$ cat src/rtl/instr_decode.sv
// instr_decode: multi-cycle RV32I decoder (IDLE -> DECODE -> RDREG -> VALID).
// Option DECODE_ILLEGAL_TRAP_EN: flag illegal opcodes and skip the register read.
module instr_decode (
    input  logic        clk,
    input  logic        reset,
    input  logic        flush,
    input  logic        instr_valid,
    input  logic [31:0] instr,
    output logic        instr_ready,
    output logic [4:0]  A1,
    output logic [4:0]  A2,
    output logic [4:0]  A3,
    output logic [31:0] imm,
    output logic [6:0]  opcode,
    output logic [2:0]  funct3,
    output logic [6:0]  funct7,
    output logic        rf_rd_en,
    output logic        dec_valid,
    input  logic        dec_ready,
    output logic        illegal
);

    localparam logic [6:0] OP_LUI    = 7'b0110111;
    localparam logic [6:0] OP_AUIPC  = 7'b0010111;
    localparam logic [6:0] OP_JAL    = 7'b1101111;
    localparam logic [6:0] OP_JALR   = 7'b1100111;
    localparam logic [6:0] OP_BRANCH = 7'b1100011;
    localparam logic [6:0] OP_LOAD   = 7'b0000011;
    localparam logic [6:0] OP_STORE  = 7'b0100011;
    localparam logic [6:0] OP_IMM    = 7'b0010011;
    localparam logic [6:0] OP_REG    = 7'b0110011;
    localparam logic [6:0] OP_FENCE  = 7'b0001111;
    localparam logic [6:0] OP_SYSTEM = 7'b1110011;

    typedef enum logic [1:0] {IDLE, DECODE, RDREG, VALID} state_t;

    state_t      state;
    logic [31:0] instr_q;

    logic [4:0]  d_a1;
    logic [4:0]  d_a2;
    logic [4:0]  d_a3;
    logic [31:0] d_imm;
    logic [31:0] imm_i;
    logic [31:0] imm_s;
    logic [31:0] imm_b;
    logic [31:0] imm_u;
    logic [31:0] imm_j;

    assign imm_i = {{20{instr_q[31]}}, instr_q[31:20]};
    assign imm_s = {{20{instr_q[31]}}, instr_q[31:25], instr_q[11:7]};
    assign imm_b = {{19{instr_q[31]}}, instr_q[31], instr_q[7],
                    instr_q[30:25], instr_q[11:8], 1'b0};
    assign imm_u = {instr_q[31:12], 12'b0};
    assign imm_j = {{11{instr_q[31]}}, instr_q[31], instr_q[19:12],
                    instr_q[20], instr_q[30:21], 1'b0};

    // Field selection from the held word; registered in DECODE
    always_comb begin
        d_a1  = instr_q[19:15];
        d_a2  = '0;
        d_a3  = instr_q[11:7];
        d_imm = '0;
        case (instr_q[6:0])
            OP_LUI, OP_AUIPC: begin
                d_a1  = '0;
                d_imm = imm_u;
            end
            OP_JAL: begin
                d_a1  = '0;
                d_imm = imm_j;
            end
            OP_JALR, OP_LOAD, OP_IMM: d_imm = imm_i;
            OP_BRANCH: begin
                d_a2  = instr_q[24:20];
                d_a3  = '0;
                d_imm = imm_b;
            end
            OP_STORE: begin
                d_a2  = instr_q[24:20];
                d_a3  = '0;
                d_imm = imm_s;
            end
            OP_REG:   d_a2 = instr_q[24:20];
            OP_FENCE: d_a3 = '0;
            default: ;
        endcase
    end

`ifdef DECODE_ILLEGAL_TRAP_EN
    logic d_legal;

    always_comb begin
        d_legal = instr_q[6:0] inside {OP_LUI, OP_AUIPC, OP_JAL, OP_JALR,
                                       OP_BRANCH, OP_LOAD, OP_STORE, OP_IMM,
                                       OP_REG, OP_FENCE, OP_SYSTEM};
    end
`else
    assign illegal = 1'b0;
`endif

    always_ff @(posedge clk or posedge reset) begin
        if (reset) begin
            state       <= IDLE;
            instr_q     <= '0;
            instr_ready <= 1'b1;
            rf_rd_en    <= 1'b0;
            dec_valid   <= 1'b0;
            A1          <= '0;
            A2          <= '0;
            A3          <= '0;
            imm         <= '0;
            opcode      <= '0;
            funct3      <= '0;
            funct7      <= '0;
`ifdef DECODE_ILLEGAL_TRAP_EN
            illegal     <= 1'b0;
`endif
        end else if (flush) begin
            // Abort only the control path; decoded fields keep their values
            state       <= IDLE;
            instr_ready <= 1'b1;
            rf_rd_en    <= 1'b0;
            dec_valid   <= 1'b0;
        end else begin
            unique case (state)
                IDLE: begin
                    if (instr_valid) begin
                        instr_q     <= instr;
                        instr_ready <= 1'b0;
                        state       <= DECODE;
                    end
                end
                DECODE: begin
                    A1     <= d_a1;
                    A2     <= d_a2;
                    A3     <= d_a3;
                    imm    <= d_imm;
                    opcode <= instr_q[6:0];
                    funct3 <= instr_q[14:12];
                    funct7 <= instr_q[31:25];
`ifdef DECODE_ILLEGAL_TRAP_EN
                    illegal <= !d_legal;
                    if (!d_legal) begin
                        dec_valid <= 1'b1;
                        state     <= VALID;
                    end else begin
                        rf_rd_en <= 1'b1;
                        state    <= RDREG;
                    end
`else
                    rf_rd_en <= 1'b1;
                    state    <= RDREG;
`endif
                end
                RDREG: begin
                    rf_rd_en  <= 1'b0;
                    dec_valid <= 1'b1;
                    state     <= VALID;
                end
                VALID: begin
                    if (dec_ready) begin
                        dec_valid   <= 1'b0;
                        instr_ready <= 1'b1;
                        state       <= IDLE;
                    end
                end
            endcase
        end
    end

endmodule

$ cat config.mk
export PLATFORM = sky130hd
export DESIGN_NAME = instr_decode
export DESIGN_NICKNAME = d
export VERILOG_FILES = /design/src/rtl/instr_decode.sv
export SDC_FILE = /design/constraint.sdc
export NUM_CORES = 1
export LEC_CHECK = 0
export BUFFER_PORTS_ARGS = -buffer_cell sky130_fd_sc_hd__buf_4
export CORE_ASPECT_RATIO = 2
export CORE_UTILIZATION = 35
export DETAILED_ROUTE_END_ITERATION = 12
export GPL_TIMING_DRIVEN = 1
export SYNTH_ARGS = -nofsm -noshare
export SYNTH_HDL_FRONTEND = slang
export SYNTH_SLANG_ARGS = --single-unit
$ cat constraint.sdc
create_clock -name clk -period 11 [get_ports clk]
set_clock_uncertainty 0.15 [all_clocks]
set_input_delay 2.2 -clock clk [delete_from_list [all_inputs] [get_ports clk]]
set_output_delay 2.2 -clock clk [all_outputs]
set_load 0.1 [all_outputs]
### After elaboration in Yosys (flattened, before gate mapping)

Cells that the tools add are included.

| word-level totals | value |
|---|---|
| register bits | 101 |
| bits of input ports | 37 |
| logic and storage cells | 59 |

| cells by class | value |
|---|---|
| eq/ne operators | 15 |
| mux-type cells | 17 |
| bitwise operators | 1 |
| reductions and logical operators | 14 |

Operators with widths:

| cell | count |
|---|---|
| $pmux 32 s5 | 1 |
| $eq 7x6->1 const B | 3 |
| $eq 7x7->1 const B | 3 |
| $mux 5 | 3 |
| $eq 7x5->1 const B | 2 |
| $reduce_or 3->1 | 4 |
| $reduce_bool 3->1 | 3 |
| $pmux 2 s4 | 1 |
| $eq 7x2->1 const B | 1 |
| $eq 7x4->1 const B | 1 |
| $mux 1 | 6 |
| $mux 2 | 3 |
| $ne 3x3->1 const B | 2 |
| $pmux 1 s2 | 3 |
| $reduce_and 2->1 | 3 |
| $reduce_and 3->1 | 2 |
| $eq 2x2->1 const B | 2 |
| $eq 2x1->1 const B | 1 |
| $logic_not 2->1 | 1 |
| $reduce_or 2->1 | 1 |
| $not 1->1 | 1 |

### Logic depth before layout (Yosys ltp)

Gate-level depths: netlist of the first run.

| logic depth | value |
|---|---|
| word-level depth | 3 |
| depth in mapped cells | 7 |
| depth with buffers taken out | 6 |

### Worst setup path after synthesis of the first run

No wires, ideal clock.

| timing path | value |
|---|---|
| kind | input port to flip-flop |
| start point | input instr_valid |
| end point | register instr_q[24] |
| arrival time | 3121 ps |
| required time | 10722 ps |
| path slack | 7602 ps |
| cell stages on the path | 5 |
| path buffers | 2 |
| cells stage by stage | nand2_1 > or2_2 > clkbuf_1 > buf_2 > mux2_1 |

| between the ends | value |
|---|---|
| cells in the longest elaborated chain, start to end | 1 |

Ends and longest elaborated chain:

| element | RTL line | source |
|---|---|---|
| start, declared | 7 | `input logic instr_valid,` |
| $reduce_and 3->1 (no line) | -- |  |
| end signal, assigned | 129 | `instr_q <= instr;` |
| end, declared | 38 | `logic [31:0] instr_q;` |

Every way passes these cells.
A chain may end at the register's enable or synchronous reset.

### Final worst setup path of the first run

| timing path | value |
|---|---|
| start point | input flush |
| end point | register imm[27] |

| between the ends | value |
|---|---|
| cells in the longest elaborated chain, start to end | 2 |

Ends and longest elaborated chain:

| element | RTL line | source |
|---|---|---|
| start, declared | 6 | `input logic flush,` |
| $not 1->1 (no line) | -- |  |
| $reduce_and 2->1 (no line) | -- |  |
| end signal, assigned | 138 | `imm <= d_imm;` |
| end, declared | 13 | `output logic [31:0] imm,` |

Every way passes these cells.

==> impl_results.html, run 1 <==
<table>
<tr><th>Metric</th><th>Value</th></tr>
<tr><th colspan="2">Outcome</th></tr>
<tr><td>Status</td><td>finished, final reports clean</td></tr>
<tr><th colspan="2">Clocking</th></tr>
<tr><td>Worst-skew pair later-pin latency</td><td>0.35 ns</td></tr>
<tr><td>Cell at the root of the clock tree</td><td>sky130_fd_sc_hd__clkbuf_16</td></tr>
<tr><td>Clock slew at the register clock pins of the worst setup and hold paths</td><td>about 0.07 ns</td></tr>
<tr><td>Buffer levels on the longest clock path</td><td>2</td></tr>
<tr><td>Post-CTS setup repair buffer count</td><td>0</td></tr>
<tr><td>Clock H-tree levels</td><td>3</td></tr>
<tr><td>Count of cells resized by post-cts repair</td><td>0</td></tr>
<tr><td>Hold-fix buffers at CTS</td><td>0</td></tr>
<tr><td>Cts bufs inserted</td><td>9</td></tr>
<tr><td>CTS tree</td><td>built</td></tr>
<tr><td>Number of sinks on the clock net</td><td>just over 100</td></tr>
<tr><th colspan="2">STA</th></tr>
<tr><td>Time the final worst path needs with I/O delays and setup</td><td>around 3.7 ns</td></tr>
<tr><td>Max Slew Vio Count</td><td>0</td></tr>
<tr><td>Worst slew pin tran</td><td>roughly 0.90 ns</td></tr>
<tr><td>Final setup violating endpoints</td><td>0</td></tr>
<tr><td>Fmax</td><td>0.270 GHz</td></tr>
<tr><td>Final Cycle Share</td><td>0.337</td></tr>
<tr><td>Slew Limit Headroom</td><td>0.401</td></tr>
<tr><td>Count of final hold-check violations</td><td>0</td></tr>
<tr><td>Sum of negative setup slack</td><td>0 ns</td></tr>
<tr><td>RSZ-0062 raised after global routing</td><td>no</td></tr>
<tr><th colspan="2">Critical path</th></tr>
<tr><td>Number of buffers and inverters on the critical path</td><td>2</td></tr>
<tr><td>Cell with the largest stage delay on the worst path</td><td>sky130_fd_sc_hd__a21oi_1</td></tr>
<tr><td>Setup crit end kind</td><td>flop</td></tr>
<tr><td>Family with the most delay on the worst path</td><td>compound AO/OA/AOI/OAI gates</td></tr>
<tr><td>WP data arrival</td><td>approximately 3.8 ns</td></tr>
<tr><td>Largest fanout on the critical path</td><td>53</td></tr>
<tr><td>Biggest cell delay along the critical path</td><td>0.77 ns</td></tr>
<tr><td>Worst Setup Start Kind</td><td>input port</td></tr>
<tr><td>Cell Chain, Critical Path</td><td>buf_4, nand2b_2, buf_4, a21oi_1, a21oi_1</td></tr>
<tr><td>Kind of critical path</td><td>input port to flop</td></tr>
<tr><td>Data required, critical path</td><td>approximately 11 ns</td></tr>
<tr><th colspan="2">Route</th></tr>
<tr><td>Number of remaining DRC errors</td><td>0</td></tr>
<tr><td>Initial drt markers</td><td>approximately 240</td></tr>
<tr><td>Vias after detailed routing</td><td>between 3000 and 4000</td></tr>
<tr><td>Iteration count of the initial detailed-routing pass</td><td>4</td></tr>
<tr><td>Final wirelength</td><td>10500 um</td></tr>
<tr><td>WL per Instance</td><td>16.8 um</td></tr>
<tr><td>Remaining antenna violation count</td><td>0</td></tr>
<tr><td>Via/cell ratio</td><td>5.02</td></tr>
<tr><th colspan="2">Yosys</th></tr>
<tr><td>Dominant synthesized flop cell</td><td>sky130_fd_sc_hd__dfrtp_1</td></tr>
<tr><td>Share of synthesized area occupied by flip-flops and latches</td><td>0.599</td></tr>
<tr><td>Top-count cell post-synth</td><td>sky130_fd_sc_hd__dfrtp_1</td></tr>
<tr><td>Average size of a mapped cell</td><td>around 11 um^2</td></tr>
<tr><td>Warnings from Yosys</td><td>0</td></tr>
<tr><td>Dominant cell type by area after synthesis</td><td>sky130_fd_sc_hd__dfrtp_1</td></tr>
<tr><td>Proportion of netlist area held by the largest area contributor</td><td>0.593</td></tr>
<tr><td>Register bit total from synthesis</td><td>101</td></tr>
<tr><td>Async S/R FF share, synth</td><td>1.00</td></tr>
<tr><td>Post-synth net total</td><td>421</td></tr>
<tr><td>Post-synth EDFFs</td><td>0</td></tr>
<tr><td>Number of different library cells in the post-synthesis netlist</td><td>42</td></tr>
<tr><td>Biggest area contributors in the synthesized netlist</td><td>sky130_fd_sc_hd__dfrtp_1 59%, sky130_fd_sc_hd__mux2_2 8.3%, sky130_fd_sc_hd__nand2_1 7.0%, sky130_fd_sc_hd__nor2_1 3.5%, sky130_fd_sc_hd__a22o_1 3.3%</td></tr>
<tr><td>Netlist area before placement</td><td>0.00422 mm^2</td></tr>
<tr><td>Syn Inst Count</td><td>380</td></tr>
<tr><td>Synth cell count leaders</td><td>100 x sky130_fd_sc_hd__dfrtp_1, 79 x sky130_fd_sc_hd__nand2_1, 39 x sky130_fd_sc_hd__nor2_1</td></tr>
<tr><th colspan="2">Place</th></tr>
<tr><td>Port-buffer cells</td><td>just over 100</td></tr>
<tr><td>Placed insts</td><td>between 600 and 700</td></tr>
<tr><td>Weighted congestion at the end of routability-driven global placement</td><td>about 0.8</td></tr>
<tr><td>Half-perimeter wire length after placement</td><td>about 7400 um</td></tr>
<tr><th colspan="2">Global routing</th></tr>
<tr><td>Global routing usage summed across all routing layers</td><td>0.178</td></tr>
<tr><td>Met2 usage</td><td>0.308</td></tr>
<tr><td>Pin count of the biggest net entering global routing</td><td>62</td></tr>
<tr><td>Global-route layer with the greatest usage</td><td>met2</td></tr>
<tr><td>Global routing met3 resource utilization</td><td>0.0435</td></tr>
<tr><td>Via count of the first global-routing pass</td><td>a little over 3000</td></tr>
<tr><td>Global-route wire length before repair</td><td>16400 um</td></tr>
<tr><td>Number of antenna violations at the first check in global routing</td><td>0</td></tr>
<tr><td>GR Overflow Total</td><td>0</td></tr>
<tr><td>Met1 routing resource usage after global routing</td><td>0.200</td></tr>
<tr><th colspan="2">Floorplan</th></tr>
<tr><td>DIE AREA</td><td>approximately 0.013 mm^2</td></tr>
<tr><td>Floorplan row count</td><td>between 50 and 60</td></tr>
<tr><td>CORE AREA</td><td>between 0.01 and 0.015 mm^2</td></tr>
<tr><td>Initial cell density of the core</td><td>0.361</td></tr>
<tr><td>Height of the chip</td><td>between 150 and 200 um</td></tr>
<tr><td>Die outline width</td><td>between 70 and 80 um</td></tr>
<tr><td>Top-level port count</td><td>between 100 and 150</td></tr>
<tr><th colspan="2">Cells and area</th></tr>
<tr><td>Non-Filler Instances</td><td>just over 600</td></tr>
<tr><td>Synth-to-Final Area Change</td><td>28.4%</td></tr>
<tr><td>Final-layout fill cell count</td><td>approximately 1100</td></tr>
<tr><td>Count of nets after finishing</td><td>around 500</td></tr>
<tr><td>Proportion of layout cells with a drive suffix above 1</td><td>0.349</td></tr>
<tr><td>Antenna cell count</td><td>0</td></tr>
<tr><th colspan="2">Job</th></tr>
<tr><td>Max_cap viols</td><td>0</td></tr>
<tr><th colspan="2">Min path</th></tr>
<tr><td>Worst hold-check path type</td><td>flop to flop</td></tr>
</table>
metrics by stage:
step	worst slack [ns]	cell area (um^2)	utilization	hold slack, ns
after floorplan	6.00	4220	-	0.305
after global placement	6.99	5070	0.434	0.313
after detailed placement	6.92	5070	0.434	0.316
after CTS	7.28	5420	0.463	0.333
after global routing	7.14	5420	0.463	0.357
final	7.29	5420	0.463	0.325
sequential cells by signal, summed over array words and instances (netlist names):
name and flops:
instr_q 32, imm 32, funct3 3, dec_valid 1
rf_rd_en 1, A2 5, funct7 7, A1 5
A3 5, state 2, instr_ready 1, opcode 7
worst paths after layout:
check                                       from                     to  slack (ns)  depth (start not counted)
max reg2reg                 state[1]$_DFFE_PP0P_    imm[27]$_DFFE_PP0P_        8.67                          6
min reg2reg                opcode[1]$_DFFE_PP0P_  opcode[1]$_DFFE_PP0P_        0.33                          2
max in group asynchronous                  reset    imm[29]$_DFFE_PP0P_        7.81                          3
min in group asynchronous                  reset  funct3[2]$_DFFE_PP0P_        1.73                          2
max                                        flush    imm[27]$_DFFE_PP0P_        7.29                          5
min                        opcode[1]$_DFFE_PP0P_  opcode[1]$_DFFE_PP0P_        0.33                          2
cell families (layout without fill, tap and decap cells):
| kind of cell | count (synthesis) | in the layout | share of synthesized area |
|---|---|---|---|
| DFF | 101 | 101 | 0.599 |
| and+or+nand+nor | 139 | 139 | 0.144 |
| other | 1 | 1 | 0.000889 |
| adders and majority gates | 4 | 4 | 0.0119 |
| xor gates and xnor gates | 1 | 1 | 0.00208 |
| AOI/OAI and AO/OA | 70 | 70 | 0.116 |
| buffers and inverters | 30 | 126 | 0.0356 |
| muxes | 34 | 34 | 0.0904 |
worst min-delay path, stage by stage (launching register included):
cell and delay [ns]:
sky130_fd_sc_hd__dfrtp_1 0.34, sky130_fd_sc_hd__nand2_1 0.05, sky130_fd_sc_hd__nand2_1 0.05
routing by layer:
| metal | up-vias | share of wire |
|---|---|---|
| met5 | - | 0 |
| met3 | 22 | 0.046 |
| met4 | 0 | 0.035 |
| met1 | 1533 | 0.37 |
| met2 | 89 | 0.55 |
| li1 | 1475 | - |
cell usage in the layout, fill, tap and decap left out, drive strengths merged, types with 2 or more instances in the layout:
cell type and n:
buf 106, dfrtp 100, nand2 79, nor2 39, mux2 33, a21oi 24
a22o 16, clkbuf 9, o21ai 9, a211oi 8, inv 6, nor3 5
a31oi 4, a221oi 4, ha 4, bufinv 3, nor2b 3, nor3b 3
nand3b 2
layout make-up:
type,instances,area [um^2],share of cell area
clock buffers,9,225,0.0416
clock inverters,7,120,0.0222
multi-input cells,249,1550,0.286
repair buffers,106,796,0.147
well taps,145,181,0.0335
flip-flops and latches,101,2530,0.467
inverters,4,17.5,0.00323
Power of run 1 is left out: the tool's default activity adds up to more than one toggle a clock period on the data nets, which glitch-free logic cannot reach.
==> inputs of run 2 (changes only) <==
==> constraint.sdc (replaced) <==
create_clock -name clk -period 3.7 [get_ports clk]
set_clock_uncertainty 0.15 [all_clocks]
set_input_delay 0.74 -clock clk [delete_from_list [all_inputs] [get_ports clk]]
set_output_delay 0.74 -clock clk [all_outputs]
set_load 0.1 [all_outputs]
==> run 2 against run 1 <==
- core utilization is 0.096 points higher
- flip-flop and latch count stayed put
- cell count is 0.16% lower
- setup slack worse by 5.8 ns
- global-route usage is 0.28 points lower
- die area stayed put
- sequential share of layout area is 0.097 points lower
- via count is 0.83% lower
- wire length is 2.0% lower
- critical endpoint is now imm[12]$_DFFE_PP0P_
- largest cell class unchanged
==> impl_results.html, run 2 (synthesis results as in run 1) <==
<table>
<tr><th>Metric</th><th>Value</th></tr>
<tr><th colspan="2">Critical path</th></tr>
<tr><td>WP data arrival</td><td>about 2.4 ns</td></tr>
<tr><td>Largest fanout on the critical path</td><td>27</td></tr>
<tr><td>Worst Setup Start Kind</td><td>flop</td></tr>
<tr><td>Family with the most delay on the worst path</td><td>simple AND/OR/NAND/NOR gates</td></tr>
<tr><td>Cell Chain, Critical Path</td><td>inv_1, ha_1, nor2b_4, buf_4, nor2_1, a311oi_2</td></tr>
<tr><td>Data required, critical path</td><td>3.80 ns</td></tr>
<tr><td>Number of buffers and inverters on the critical path</td><td>2</td></tr>
<tr><td>Setup crit end kind</td><td>flop</td></tr>
<tr><td>Biggest cell delay along the critical path</td><td>0.56 ns</td></tr>
<tr><td>Kind of critical path</td><td>flop to flop</td></tr>
<tr><td>Cell with the largest stage delay on the worst path</td><td>sky130_fd_sc_hd__nor2b_4</td></tr>
<tr><th colspan="2">STA</th></tr>
<tr><td>Count of final hold-check violations</td><td>0</td></tr>
<tr><td>Fmax</td><td>between 0.4 and 0.5 GHz</td></tr>
<tr><td>Max Slew Vio Count</td><td>0</td></tr>
<tr><td>Worst slew pin tran</td><td>between 0.8 and 0.9 ns</td></tr>
<tr><td>Time the final worst path needs with I/O delays and setup</td><td>approximately 2.3 ns</td></tr>
<tr><td>Sum of negative setup slack</td><td>0 ns</td></tr>
<tr><td>Slew Limit Headroom</td><td>0.407</td></tr>
<tr><td>Final setup violating endpoints</td><td>0</td></tr>
<tr><td>PnR worst setup slack</td><td>between 1 and 1.5 ns</td></tr>
<tr><td>RSZ-0062 raised after global routing</td><td>no</td></tr>
<tr><td>Final Cycle Share</td><td>0.610</td></tr>
<tr><th colspan="2">Cells and area</th></tr>
<tr><td>Commonest cells after routing, fill and taps aside</td><td>106 x sky130_fd_sc_hd__buf_4, 100 x sky130_fd_sc_hd__dfrtp_1, 79 x sky130_fd_sc_hd__nand2_1</td></tr>
<tr><td>Antenna cell count</td><td>0</td></tr>
<tr><td>Final-layout fill cell count</td><td>1099</td></tr>
<tr><td>Non-Filler Instances</td><td>620</td></tr>
<tr><td>Proportion of layout cells with a drive suffix above 1</td><td>0.347</td></tr>
<tr><td>Utilization after layout</td><td>0.464</td></tr>
<tr><td>Leading cell type in the layout, fill and taps excluded</td><td>sky130_fd_sc_hd__buf_4</td></tr>
<tr><td>Synth-to-Final Area Change</td><td>28.7%</td></tr>
<tr><td>Largest regs</td><td>imm: 32 flops, instr_q: 32 flops</td></tr>
<tr><td>Count of nets after finishing</td><td>513</td></tr>
<tr><th colspan="2">Route</th></tr>
<tr><td>Number of remaining DRC errors</td><td>0</td></tr>
<tr><td>Final wirelength</td><td>just over 10000 um</td></tr>
<tr><td>WL per Instance</td><td>around 17 um</td></tr>
<tr><td>Via/cell ratio</td><td>between 4 and 5</td></tr>
<tr><td>Initial drt markers</td><td>170</td></tr>
<tr><td>Vias after detailed routing</td><td>between 3000 and 4000</td></tr>
<tr><td>Iteration count of the initial detailed-routing pass</td><td>4</td></tr>
<tr><td>Remaining antenna violation count</td><td>0</td></tr>
<tr><th colspan="2">Clocking</th></tr>
<tr><td>Post-CTS setup repair buffer count</td><td>0</td></tr>
<tr><td>Worst-skew pair later-pin latency</td><td>between 0.3 and 0.4 ns</td></tr>
<tr><td>Count of cells resized by post-cts repair</td><td>0</td></tr>
<tr><td>Buffer levels on the longest clock path</td><td>2</td></tr>
<tr><td>CTS tree</td><td>built</td></tr>
<tr><td>Cell at the root of the clock tree</td><td>sky130_fd_sc_hd__clkbuf_16</td></tr>
<tr><td>Number of sinks on the clock net</td><td>about 100</td></tr>
<tr><td>Cts bufs inserted</td><td>9</td></tr>
<tr><td>Clock H-tree levels</td><td>3</td></tr>
<tr><td>Clock slew at the register clock pins of the worst setup and hold paths</td><td>about 0.070 ns</td></tr>
<tr><td>Hold-fix buffers at CTS</td><td>0</td></tr>
<tr><th colspan="2">Floorplan</th></tr>
<tr><td>Top-level port count</td><td>105</td></tr>
<tr><td>Initial cell density of the core</td><td>0.361</td></tr>
<tr><td>Floorplan row count</td><td>56</td></tr>
<tr><td>Height of the chip</td><td>roughly 160 um</td></tr>
<tr><td>CORE AREA</td><td>approximately 0.012 mm^2</td></tr>
<tr><td>DIE AREA</td><td>~0.013 mm^2</td></tr>
<tr><td>Die outline width</td><td>between 70 and 80 um</td></tr>
<tr><th colspan="2">Global routing</th></tr>
<tr><td>Met2 usage</td><td>0.310</td></tr>
<tr><td>Met1 routing resource usage after global routing</td><td>0.203</td></tr>
<tr><td>Global routing usage summed across all routing layers</td><td>0.175</td></tr>
<tr><td>Number of antenna violations at the first check in global routing</td><td>0</td></tr>
<tr><td>Global-route layer with the greatest usage</td><td>met2</td></tr>
<tr><td>Global-route wire length before repair</td><td>around 16000 um</td></tr>
<tr><td>Global routing met3 resource utilization</td><td>0.0342</td></tr>
<tr><td>GR Overflow Total</td><td>0</td></tr>
<tr><td>Via count of the first global-routing pass</td><td>between 3000 and 4000</td></tr>
<tr><td>Pin count of the biggest net entering global routing</td><td>between 50 and 60</td></tr>
<tr><th colspan="2">Place</th></tr>
<tr><td>Weighted congestion at the end of routability-driven global placement</td><td>a little under 0.8</td></tr>
<tr><td>Port-buffer cells</td><td>a little over 100</td></tr>
<tr><td>Half-perimeter wire length after placement</td><td>7280 um</td></tr>
<tr><td>Placed insts</td><td>between 600 and 700</td></tr>
<tr><td>DP Worst Slack</td><td>approximately 1.2 ns</td></tr>
<tr><th colspan="2">Job</th></tr>
<tr><td>Max_cap viols</td><td>0</td></tr>
<tr><th colspan="2">Outcome</th></tr>
<tr><td>Status</td><td>finished, final reports clean</td></tr>
<tr><th colspan="2">Min path</th></tr>
<tr><td>Worst hold-check path type</td><td>flop to flop</td></tr>
</table>
-- run 2: through the flow --
stage | cell area [um^2] | hold slack (ns)
6_report | 5430 | 0.324
5_1_grt | 5430 | 0.361
4_1_cts | 5430 | 0.332
3_5_place_dp | 5090 | 0.316
3_3_place_gp | 5090 | 0.312
2_1_floorplan | 4220 | 0.305
-- run 2: worst paths after layout --
| kind | startpoint | end | slack, ns | cells past startpoint |
|---|---|---|---|---|
| max in group asynchronous | reset | instr_ready$_DFFE_PP1P_ | 2.30 | 3 |
| hold / removal | opcode[0]$_DFFE_PP0P_ | opcode[0]$_DFFE_PP0P_ | 0.32 | 2 |
| hold reg to reg | opcode[0]$_DFFE_PP0P_ | opcode[0]$_DFFE_PP0P_ | 0.32 | 2 |
| setup / recovery | state[1]$_DFFE_PP0P_ | imm[12]$_DFFE_PP0P_ | 1.44 | 6 |
| setup reg to reg | state[1]$_DFFE_PP0P_ | imm[12]$_DFFE_PP0P_ | 1.44 | 6 |
| min in group asynchronous | reset | funct7[1]$_DFFE_PP0P_ | 0.36 | 2 |
-- run 2: worst reg2reg max path, cell delays in order, from the launching register on --
cell and delay [ns]:
sky130_fd_sc_hd__dfrtp_1 0.41, sky130_fd_sc_hd__inv_1 0.09, sky130_fd_sc_hd__ha_1 0.21, sky130_fd_sc_hd__nor2b_4 0.56, sky130_fd_sc_hd__buf_4 0.42, sky130_fd_sc_hd__nor2_1 0.09, sky130_fd_sc_hd__a311oi_2 0.23
-- run 2: per-layer routing --
metal / wire length (um) / share of wire
met4: 238 / 0.023
met2: 5630 / 0.55
met5: 0 / 0
met3: 401 / 0.039
met1: 3980 / 0.39
-- run 2: cell type report --
type	count	area, um^2	area share
Clock inverter	4	97.6	0.0180
Multi-Input combinational cell	249	1550	0.285
Inverter	4	17.5	0.00323
Tap cell	145	181	0.0334
Clock buffer	10	239	0.0440
Sequential cell	101	2530	0.466
Timing Repair Buffer	107	816	0.150
Power of run 2 is left out for the same reason.
==> inputs of run 3 (changes only) <==
==> constraint.sdc (replaced) <==
create_clock -name clk -period 2.2 [get_ports clk]
set_clock_uncertainty 0.15 [all_clocks]
set_input_delay 0.44 -clock clk [delete_from_list [all_inputs] [get_ports clk]]
set_output_delay 0.44 -clock clk [all_outputs]
set_load 0.1 [all_outputs]
==> run 3 against run 2 <==
- core utilization increased by 0.60 points
- critical endpoint is now imm[19]$_DFFE_PP0P_
- fmax increased by 15%
- count of clock-buffer cells in the layout unchanged
- register-to-register slack got worse by 1.2 ns
- highest routed layer unchanged
- hold slack got worse by 0.16 ns
==> impl_results.html, run 3 (synthesis results as in run 1) <==
<table>
<tr><th>Metric</th><th>Value</th></tr>
<tr><th colspan="2">Critical path</th></tr>
<tr><td>Cell Chain, Critical Path</td><td>or3b_4, a21oi_4, a21oi_1, a211oi_1</td></tr>
<tr><td>Biggest cell delay along the critical path</td><td>0.52 ns</td></tr>
<tr><td>Number of buffers and inverters on the critical path</td><td>0</td></tr>
<tr><td>WP data arrival</td><td>~2.1 ns</td></tr>
<tr><td>Data required, critical path</td><td>~2.3 ns</td></tr>
<tr><td>Family with the most delay on the worst path</td><td>compound AO/OA/AOI/OAI gates</td></tr>
<tr><td>Setup crit end kind</td><td>flop</td></tr>
<tr><td>Cell with the largest stage delay on the worst path</td><td>sky130_fd_sc_hd__dfrtp_1</td></tr>
<tr><td>Kind of critical path</td><td>flop to flop</td></tr>
<tr><td>Largest fanout on the critical path</td><td>13</td></tr>
<tr><td>Source of the critical timing path</td><td>instr_q[4]$_DFFE_PP0P_</td></tr>
<tr><td>Critical R2R Launch</td><td>instr_q[4]$_DFFE_PP0P_</td></tr>
<tr><td>Worst Setup Start Kind</td><td>flop</td></tr>
<tr><th colspan="2">Cells and area</th></tr>
<tr><td>Leading cell type in the layout, fill and taps excluded</td><td>sky130_fd_sc_hd__buf_4</td></tr>
<tr><td>Non-Filler Instances</td><td>about 630</td></tr>
<tr><td>Proportion of layout cells with a drive suffix above 1</td><td>0.362</td></tr>
<tr><td>Count of nets after finishing</td><td>525</td></tr>
<tr><td>Largest regs</td><td>imm: 32 flops, instr_q: 32 flops</td></tr>
<tr><td>Layout Cell Area excl Fill</td><td>0.00550 mm^2</td></tr>
<tr><td>Commonest cells after routing, fill and taps aside</td><td>116 x sky130_fd_sc_hd__buf_4, 100 x sky130_fd_sc_hd__dfrtp_1, 79 x sky130_fd_sc_hd__nand2_1</td></tr>
<tr><td>Synth-to-Final Area Change</td><td>30.4%</td></tr>
<tr><td>Antenna cell count</td><td>0</td></tr>
<tr><td>Final-layout fill cell count</td><td>1121</td></tr>
<tr><th colspan="2">Place</th></tr>
<tr><td>Weighted congestion at the end of routability-driven global placement</td><td>0.789</td></tr>
<tr><td>Half-perimeter wire length after placement</td><td>around 7900 um</td></tr>
<tr><td>Port-buffer cells</td><td>approximately 100</td></tr>
<tr><td>Placed insts</td><td>about 620</td></tr>
<tr><td>Post-place instance area</td><td>around 0.0052 mm^2</td></tr>
<tr><th colspan="2">STA</th></tr>
<tr><td>Time the final worst path needs with I/O delays and setup</td><td>1.96 ns</td></tr>
<tr><td>Slew Limit Headroom</td><td>0.600</td></tr>
<tr><td>RSZ-0062 raised after global routing</td><td>no</td></tr>
<tr><td>Sum of negative setup slack</td><td>0 ns</td></tr>
<tr><td>Worst hold-check slack</td><td>about 0.16 ns</td></tr>
<tr><td>Worst slew pin tran</td><td>a little under 0.6 ns</td></tr>
<tr><td>Fmax</td><td>just over 0.5 GHz</td></tr>
<tr><td>Final setup violating endpoints</td><td>0</td></tr>
<tr><td>Final Cycle Share</td><td>0.892</td></tr>
<tr><td>Count of final hold-check violations</td><td>0</td></tr>
<tr><td>Max Slew Vio Count</td><td>0</td></tr>
<tr><th colspan="2">Clocking</th></tr>
<tr><td>Buffer levels on the longest clock path</td><td>2</td></tr>
<tr><td>CTS tree</td><td>built</td></tr>
<tr><td>Cts bufs inserted</td><td>9</td></tr>
<tr><td>Clock H-tree levels</td><td>3</td></tr>
<tr><td>Clock slew at the register clock pins of the worst setup and hold paths</td><td>0.07 ns</td></tr>
<tr><td>Cell at the root of the clock tree</td><td>sky130_fd_sc_hd__clkbuf_16</td></tr>
<tr><td>Number of sinks on the clock net</td><td>~100</td></tr>
<tr><td>Post-CTS setup repair buffer count</td><td>0</td></tr>
<tr><td>Worst-skew pair later-pin latency</td><td>~0.34 ns</td></tr>
<tr><th colspan="2">Global routing</th></tr>
<tr><td>Via count of the first global-routing pass</td><td>roughly 3300</td></tr>
<tr><td>Global-route wire length before repair</td><td>roughly 17000 um</td></tr>
<tr><td>GR Overflow Total</td><td>0</td></tr>
<tr><td>Number of antenna violations at the first check in global routing</td><td>0</td></tr>
<tr><td>Global routing usage summed across all routing layers</td><td>0.185</td></tr>
<tr><td>Pin count of the biggest net entering global routing</td><td>50</td></tr>
<tr><th colspan="2">Floorplan</th></tr>
<tr><td>Initial cell density of the core</td><td>0.361</td></tr>
<tr><td>Height of the chip</td><td>~160 um</td></tr>
<tr><td>Floorplan row count</td><td>56</td></tr>
<tr><td>CORE AREA</td><td>0.0117 mm^2</td></tr>
<tr><td>DIE AREA</td><td>0.0125 mm^2</td></tr>
<tr><td>Die outline width</td><td>roughly 80 um</td></tr>
<tr><td>Top-level port count</td><td>around 110</td></tr>
<tr><th colspan="2">Route</th></tr>
<tr><td>Iteration count of the initial detailed-routing pass</td><td>6</td></tr>
<tr><td>Vias after detailed routing</td><td>between 3000 and 4000</td></tr>
<tr><td>WL per Instance</td><td>between 15 and 20 um</td></tr>
<tr><td>Via/cell ratio</td><td>5.01</td></tr>
<tr><td>Number of remaining DRC errors</td><td>0</td></tr>
<tr><td>Final wirelength</td><td>10800 um</td></tr>
<tr><td>Initial drt markers</td><td>215</td></tr>
<tr><td>Remaining antenna violation count</td><td>0</td></tr>
<tr><th colspan="2">Min path</th></tr>
<tr><td>Worst hold-check path type</td><td>input port to flop</td></tr>
<tr><td>Hold path startpoint</td><td>instr[25]</td></tr>
<tr><th colspan="2">Outcome</th></tr>
<tr><td>Status</td><td>finished, final reports clean</td></tr>
<tr><th colspan="2">Job</th></tr>
<tr><td>Max_cap viols</td><td>0</td></tr>
</table>
run 3: per-layer routing:
layer  vias up  routed length, um  global-route usage
met3        21                398              0.0330
met4         0                369              0.0866
met2        90               5920               0.323
met1      1567               4130               0.216
met5         -                  0                   0
li1       1499                  -                   -
run 3: final cells by class:
class,instances,area [um^2],area share
Multi-Input combinational cell,249,1550,0.282
Timing Repair Buffer,119,921,0.167
Clock buffer,10,229,0.0416
Tap cell,145,181,0.0330
Clock inverter,6,71.3,0.0130
Sequential cell,101,2530,0.460
Inverter,4,18.8,0.00341
run 3: final timing paths:
| check | end | slack [ns] | cells after the start |
|---|---|---|---|
| max reg2reg | imm[19]$_DFFE_PP0P_ | 0.24 | 4 |
| max in group asynchronous | funct7[2]$_DFFE_PP0P_ | 0.79 | 4 |
| min in group asynchronous | imm[19]$_DFFE_PP0P_ | 0.49 | 3 |
| min | instr_q[25]$_DFFE_PP0P_ | 0.16 | 2 |
| min reg2reg | opcode[5]$_DFFE_PP0P_ | 0.32 | 2 |
| max | imm[19]$_DFFE_PP0P_ | 0.24 | 4 |
run 3: timing repair:
action	in CTS	in global routing
gates resized for setup	0	0
hold buffers	1	0
hold endpoints to repair	12	0
run 3: stage by stage:
stage	setup slack (ns)	utilization
after floorplan	0.369	-
after global placement	0.280	0.444
after detailed placement	0.237	0.444
after CTS	0.209	0.470
after global routing	0.0628	0.470
final	0.238	0.470
Power of run 3 is left out for the same reason.
